[src/rtl/bubble_sorter_pkg.sv]
`default_nettype none
// +--------------------------------------------------------------------+
// | Module   : bubble_sorter_pkg                                        |
// | Brief    : Shared state encoding and pointer-width helper.          |
// | Revision : 1.0                                                      |
// +--------------------------------------------------------------------+
package bubble_sorter_pkg;

    typedef enum logic [1:0] {
        LOAD  = 2'd0,
        SORT  = 2'd1,
        DRAIN = 2'd2
    } sort_state_t;

    function automatic int ptr_w(input int depth);
        return (depth > 2) ? $clog2(depth) : 1;
    endfunction

endpackage
`default_nettype wire

[src/rtl/bubble_sorter_cmp_swap.sv]
`default_nettype none
// +--------------------------------------------------------------------+
// | Module   : cmp_swap_unit                                            |
// | Brief    : Unsigned compare-and-swap; lo_o/hi_o are the pair in     |
// |            output order (lo_o lands at the lower index).            |
// | Revision : 1.0                                                      |
// +--------------------------------------------------------------------+
module cmp_swap_unit #(
    parameter int N       = 8,
    parameter bit DESCEND = 1'b0
) (
    input  logic [N-1:0] a_i,
    input  logic [N-1:0] b_i,
    output logic         swap_o,
    output logic [N-1:0] lo_o,
    output logic [N-1:0] hi_o
);

    // Strict compare keeps equal words in place, which makes the sort stable.
    assign swap_o = DESCEND ? (a_i < b_i) : (a_i > b_i);
    assign lo_o   = swap_o ? b_i : a_i;
    assign hi_o   = swap_o ? a_i : b_i;

endmodule
`default_nettype wire

[src/rtl/bubble_sorter.sv]
`default_nettype none
// +--------------------------------------------------------------------+
// | Module   : bubble_sorter                                            |
// | Brief    : Collects DEPTH words, bubble-sorts them in place with a  |
// |            single shared compare-and-swap, then streams them out.   |
// | Revision : 1.0                                                      |
// +--------------------------------------------------------------------+
module bubble_sorter
    import bubble_sorter_pkg::*;
#(
    parameter int N       = 8,
    parameter int DEPTH   = 4,
    parameter bit DESCEND = 1'b0
) (
    input  logic         clk,
    input  logic         reset,
    input  logic         in_valid,
    output logic         in_ready,
    input  logic [N-1:0] in_data,
    output logic         out_valid,
    input  logic         out_ready,
    output logic [N-1:0] out_data,
    output logic         out_last,
    output logic         busy
);

    localparam int PW = ptr_w(DEPTH);
    localparam logic [PW-1:0] c_last_idx = PW'(DEPTH - 1);
    localparam logic [PW-1:0] c_last_cmp = PW'(DEPTH - 2);

    sort_state_t   state_q, state_d;
    logic [PW-1:0] wr_q, wr_d;
    logic [PW-1:0] rd_q, rd_d;
    logic [PW-1:0] p_q, p_d;
    logic [PW-1:0] i_q, i_d;
    logic          swapped_q, swapped_d;
    logic [N-1:0]  mem_q [DEPTH];

    logic [PW-1:0] w_i_nxt;
    logic          w_swap;
    logic [N-1:0]  w_lo;
    logic [N-1:0]  w_hi;

    assign w_i_nxt = i_q + PW'(1);

    cmp_swap_unit #(
        .N       (N),
        .DESCEND (DESCEND)
    ) u_cmp (
        .a_i    (mem_q[i_q]),
        .b_i    (mem_q[w_i_nxt]),
        .swap_o (w_swap),
        .lo_o   (w_lo),
        .hi_o   (w_hi)
    );

    always_comb begin
        state_d   = state_q;
        wr_d      = wr_q;
        rd_d      = rd_q;
        p_d       = p_q;
        i_d       = i_q;
        swapped_d = swapped_q;
        case (state_q)
            LOAD: begin
                if (in_valid) begin
                    if (wr_q == c_last_idx) begin
                        state_d   = SORT;
                        p_d       = '0;
                        i_d       = '0;
                        swapped_d = 1'b0;
                    end else begin
                        wr_d = wr_q + PW'(1);
                    end
                end
            end
            SORT: begin
                if (w_swap) begin
                    swapped_d = 1'b1;
                end
                // A swap on the closing compare still counts toward this pass.
                if (i_q == c_last_cmp - p_q) begin
                    if (!(swapped_q || w_swap) || (p_q == c_last_cmp)) begin
                        state_d = DRAIN;
                    end else begin
                        p_d       = p_q + PW'(1);
                        i_d       = '0;
                        swapped_d = 1'b0;
                    end
                end else begin
                    i_d = w_i_nxt;
                end
            end
            DRAIN: begin
                if (out_ready) begin
                    if (rd_q == c_last_idx) begin
                        rd_d    = '0;
                        wr_d    = '0;
                        state_d = LOAD;
                    end else begin
                        rd_d = rd_q + PW'(1);
                    end
                end
            end
            default: state_d = LOAD;
        endcase
    end

    always_ff @(posedge clk) begin
        if (reset) begin
            state_q   <= LOAD;
            wr_q      <= '0;
            rd_q      <= '0;
            p_q       <= '0;
            i_q       <= '0;
            swapped_q <= 1'b0;
        end else begin
            state_q   <= state_d;
            wr_q      <= wr_d;
            rd_q      <= rd_d;
            p_q       <= p_d;
            i_q       <= i_d;
            swapped_q <= swapped_d;
        end
    end

    // Storage carries no reset; stale contents are masked by the output gating.
    always_ff @(posedge clk) begin
        if (!reset) begin
            if ((state_q == LOAD) && in_valid) begin
                mem_q[wr_q] <= in_data;
            end else if ((state_q == SORT) && w_swap) begin
                mem_q[i_q]     <= w_lo;
                mem_q[w_i_nxt] <= w_hi;
            end
        end
    end

    assign in_ready  = (state_q == LOAD);
    assign out_valid = (state_q == DRAIN);
    assign busy      = (state_q != LOAD);
    assign out_data  = out_valid ? mem_q[rd_q] : '0;
    assign out_last  = out_valid && (rd_q == c_last_idx);

endmodule
`default_nettype wire

[config.mk]
export PLATFORM = sky130hd
export DESIGN_NAME = bubble_sorter
export DESIGN_NICKNAME = d
export VERILOG_FILES = /design/src/rtl/bubble_sorter_pkg.sv /design/src/rtl/bubble_sorter_cmp_swap.sv /design/src/rtl/bubble_sorter.sv
export SDC_FILE = /design/constraint.sdc
export NUM_CORES = 1
export LEC_CHECK = 0
export CORE_AREA = 2 2 87 89
export DETAILED_ROUTE_END_ITERATION = 7
export DIE_AREA = 0 0 89 91
export HOLD_SLACK_MARGIN = 0.02
export PLACE_DENSITY = 0.7
export SYNTH_ARGS = -nofsm -noshare
export SYNTH_HDL_FRONTEND = slang
export SYNTH_SLANG_ARGS = --single-unit
[constraint.sdc]
create_clock -name clk -period 6.69 [get_ports clk]
set_clock_uncertainty 0.15 [all_clocks]
set_input_delay 1.338 -clock clk [delete_from_list [all_inputs] [get_ports clk]]
set_output_delay 1.338 -clock clk [all_outputs]
set_load 0.1 [all_outputs]
==> qor.yml <==
worst_setup_path:
  arrival_ns: 4.63
  critical_path_peak_fanout: 18
  critPathCaptureType: "register"
  timing.critical_path.slowest_stage_cell: "dfxtp_1"
  critPathKind: "reg -> reg"
  path_cells: "inv_1 -> ha_1 -> mux4_2 -> inv_1 -> ha_1 -> nand4_1 -> nor2_1 -> or2_2 -> a21boi_4 -> nand2_1 -> o21ai_1"
  worstSetupStartpointType: "register"
  crit_path_max_incr_delay_ns: 0.86
  crit_path_required_time_ns: 6.47
cells_and_area:
  finalNetCount: 319
  fin_cells: 392
  finish.instance_area_mm2: 0.00358
  layout.filler_cells: 665
  insertedDiodeCount: 0
  most-common-layout-cells: "41 x a21oi_1, 32 x mux2i_1, 32 x edfxtp_1"
  most_frequent_standard_cell_in_the_layout_excluding_fill_and_tap_cells: "a21oi_1"
  area_growth_pct: 13.1
  final_util_pct: 50.1
  share_of_cells_above_drive_strength_1_pct: 14.7
timing:
  report.final.setup_viol: 0
  setup_tns_ns: 0
  rsz0062_at_grt: "no"
  timing.final.crit_share_pct: 72.6
  post_route_worst_setup_slack_ns: 1.84
  slew-limit-headroom_pct: 34.3
  final_hold_viol_count: 0
  tightest_slew_ns: 0.983
  final_period_minus_worst_setup_slack_ns: 4.85
  timing.fmax_mhz: 206
  final_max_slew_viol_count: 0
yosys:
  cell_area_after_synthesis_mm2: 0.00316
  synth.avg_cell_area_um2: 11.4
  synth_top_cell_by_area: "edfxtp_1"
  postSynthNetCount: 304
  postSynth.topFlopCell: "edfxtp_1"
  synthDistinctLibCells: 40
  synth_largest_type_area_fraction_pct: 30.4
  synth.ff_latch_count: 47
  synth_area_leaders: "edfxtp_1 30%, mux4_2 17%, mux2i_1 10%"
  synth.yosys.warnings: 0
  async_flop_share_pct: 0
  netlist_instances: 277
  synth.yosys.seq_area_share_pct: 39.9
  synth_edf_count: 32
clock_network:
  cts_setup_buffers: 0
  ctsResizeCount: 0
  cts_buffers: 5
  tritoncts_num_sinks: 47
  post_cts_hold_buffers: 0
  tritoncts: "built"
  cts_root_buf: "clkbuf_8"
  cts.reportedPaths.clkPinSlew_ns: 0.09
  clockBufferDepth: 2
  cts.htree.levels: 2
  clk_latency_ns: 0.31
drt:
  via_count: 2306
  drcViolationCount: 0
  final_antenna_net_count: 0
  top_layer_used: "met4"
  met2RoutedLength_um: 3410
  detail_route.wirelength_um: 7110
  m1WireLength_um: 3170
  wirelength_per_cell_um: 18.1
  routed_via_density: 5.88
  drt_pre_antenna_iters: 4
  dr_wl_met3_um: 452
  drt_iter0_drc: 203
power:
  power.density_mw_per_mm2: 168
  p_leak_nw: 1.24
  max-vdd-ir-drop_uv: 95.3
placed_design:
  placed_cell_area_mm2: 0.00346
  pre_cts_slack_ns: 1.75
  placedCellCount: 384
  place.gp.congestion: 0.864
  dp_hpwl_um: 4900
  placement.io_buffers: 23
global_route:
  grt_max_degree: 31
  wire_length_of_the_first_global_routing_pass_um: 11600
  overflow: 0
  number_of_global_route_vias_before_repair: 2262
  grt_usage_pct: 18.6
  grt_antenna_before_repair: 0
outcome:
  outcome: "completed"
run:
  cap_viol_max_count: 0
die:
  dieArea_mm2: 0.00810
  fp.dieW_um: 89
  rows: 31
  top_level_ports: 24
  core_area_mm2: 0.00714
  initial_core_utilization_pct: 44.3
  dieHeight_um: 91
worst_hold_path:
  worst_hold_path_type: "reg -> reg"
## Yosys cell counts, types with 3 or more instances
| cell | count |
|---|---|
| ha_1 | 15 |
| buf_1 | 4 |
| a21oi_1 | 41 |
| mux2i_1 | 32 |
| and2_1 | 9 |
| nand2_1 | 13 |
| buf_2 | 5 |
| o21ai_0 | 5 |
| edfxtp_1 | 32 |
| nand2b_1 | 3 |
| a32o_1 | 3 |
| inv_1 | 14 |
| mux4_2 | 24 |
| nor3_1 | 3 |
| dfxtp_1 | 15 |
| nor2_1 | 21 |
| clkbuf_1 | 7 |
| a21o_2 | 3 |
## flip-flops by register name, summed over array words and instances (netlist names), named ones only
name and count:
mem_q 32, i_q 2, p_q 2, rd_q 2, state_q 2, wr_q 2
swapped_q 1
## area by class of cell
| type | instances | area, um2 | share of cell area, % |
|---|---|---|---|
| well taps | 99 | 124 | 3.46 |
| inverters | 14 | 52.6 | 1.47 |
| multi-input cells | 198 | 1770 | 49.6 |
| repair buffers | 26 | 253 | 7.07 |
| flip-flops and latches | 47 | 1260 | 35.3 |
| clock inverters | 3 | 42.5 | 1.19 |
| clock buffers | 5 | 68.8 | 1.92 |
## worst paths after layout
kind,start,to,slack (ns),cells past startpoint
setup / recovery,i_q[0]$_SDFFE_PP0N_,mem_q[1][2]$_DFFE_PP_,1.84,11
hold / removal,swapped_q$_SDFFE_PP0P_,swapped_q$_SDFFE_PP0P_,0.36,1
setup reg to reg,i_q[0]$_SDFFE_PP0N_,mem_q[1][2]$_DFFE_PP_,1.84,11
hold reg to reg,swapped_q$_SDFFE_PP0P_,swapped_q$_SDFFE_PP0P_,0.36,1
## worst max-delay path, delay by kind of cell, from the launching register on
family | cells | cell delay, ns
simple gates | 4 | 0.72
mux | 1 | 0.64
buf+inv | 2 | 0.27
flops | 1 | 0.86
compound gates | 2 | 0.88
fa+ha+maj | 2 | 0.95
## where the power goes
| part | internal [mW] | switching [mW] |
|---|---|---|
| registers | 0.316 | 0.00615 |
| clock network | 0.112 | 0.102 |
| logic | 0.0295 | 0.0331 |
| total | 0.458 | 0.142 |
## metal layers
metal,vias to the layer above,global-route usage (%)
met1,1126,26.6
met3,9,4.55
met4,0,4.73
li1,1088,-
met5,-,0
met2,83,28.5
## cells by family after synthesis
family | after synthesis | share of synthesized area, %
AOI/OAI and AO/OA | 68 | 13.4
and+or+nand+nor | 57 | 8.51
muxes | 56 | 27.2
DFF | 47 | 39.9
buffers and inverters | 32 | 4.47
adders and majority gates | 15 | 5.94
xor gates and xnor gates | 2 | 0.554
## through the flow
stage	hold WS [ns]	power, mW
after floorplan	0.304	0.370
after global placement	0.329	0.391
after detailed placement	0.341	0.391
after CTS	0.354	0.602
after global routing	0.374	0.621
final	0.357	0.599
No activity file was read; power rests on OpenSTA's default activity.
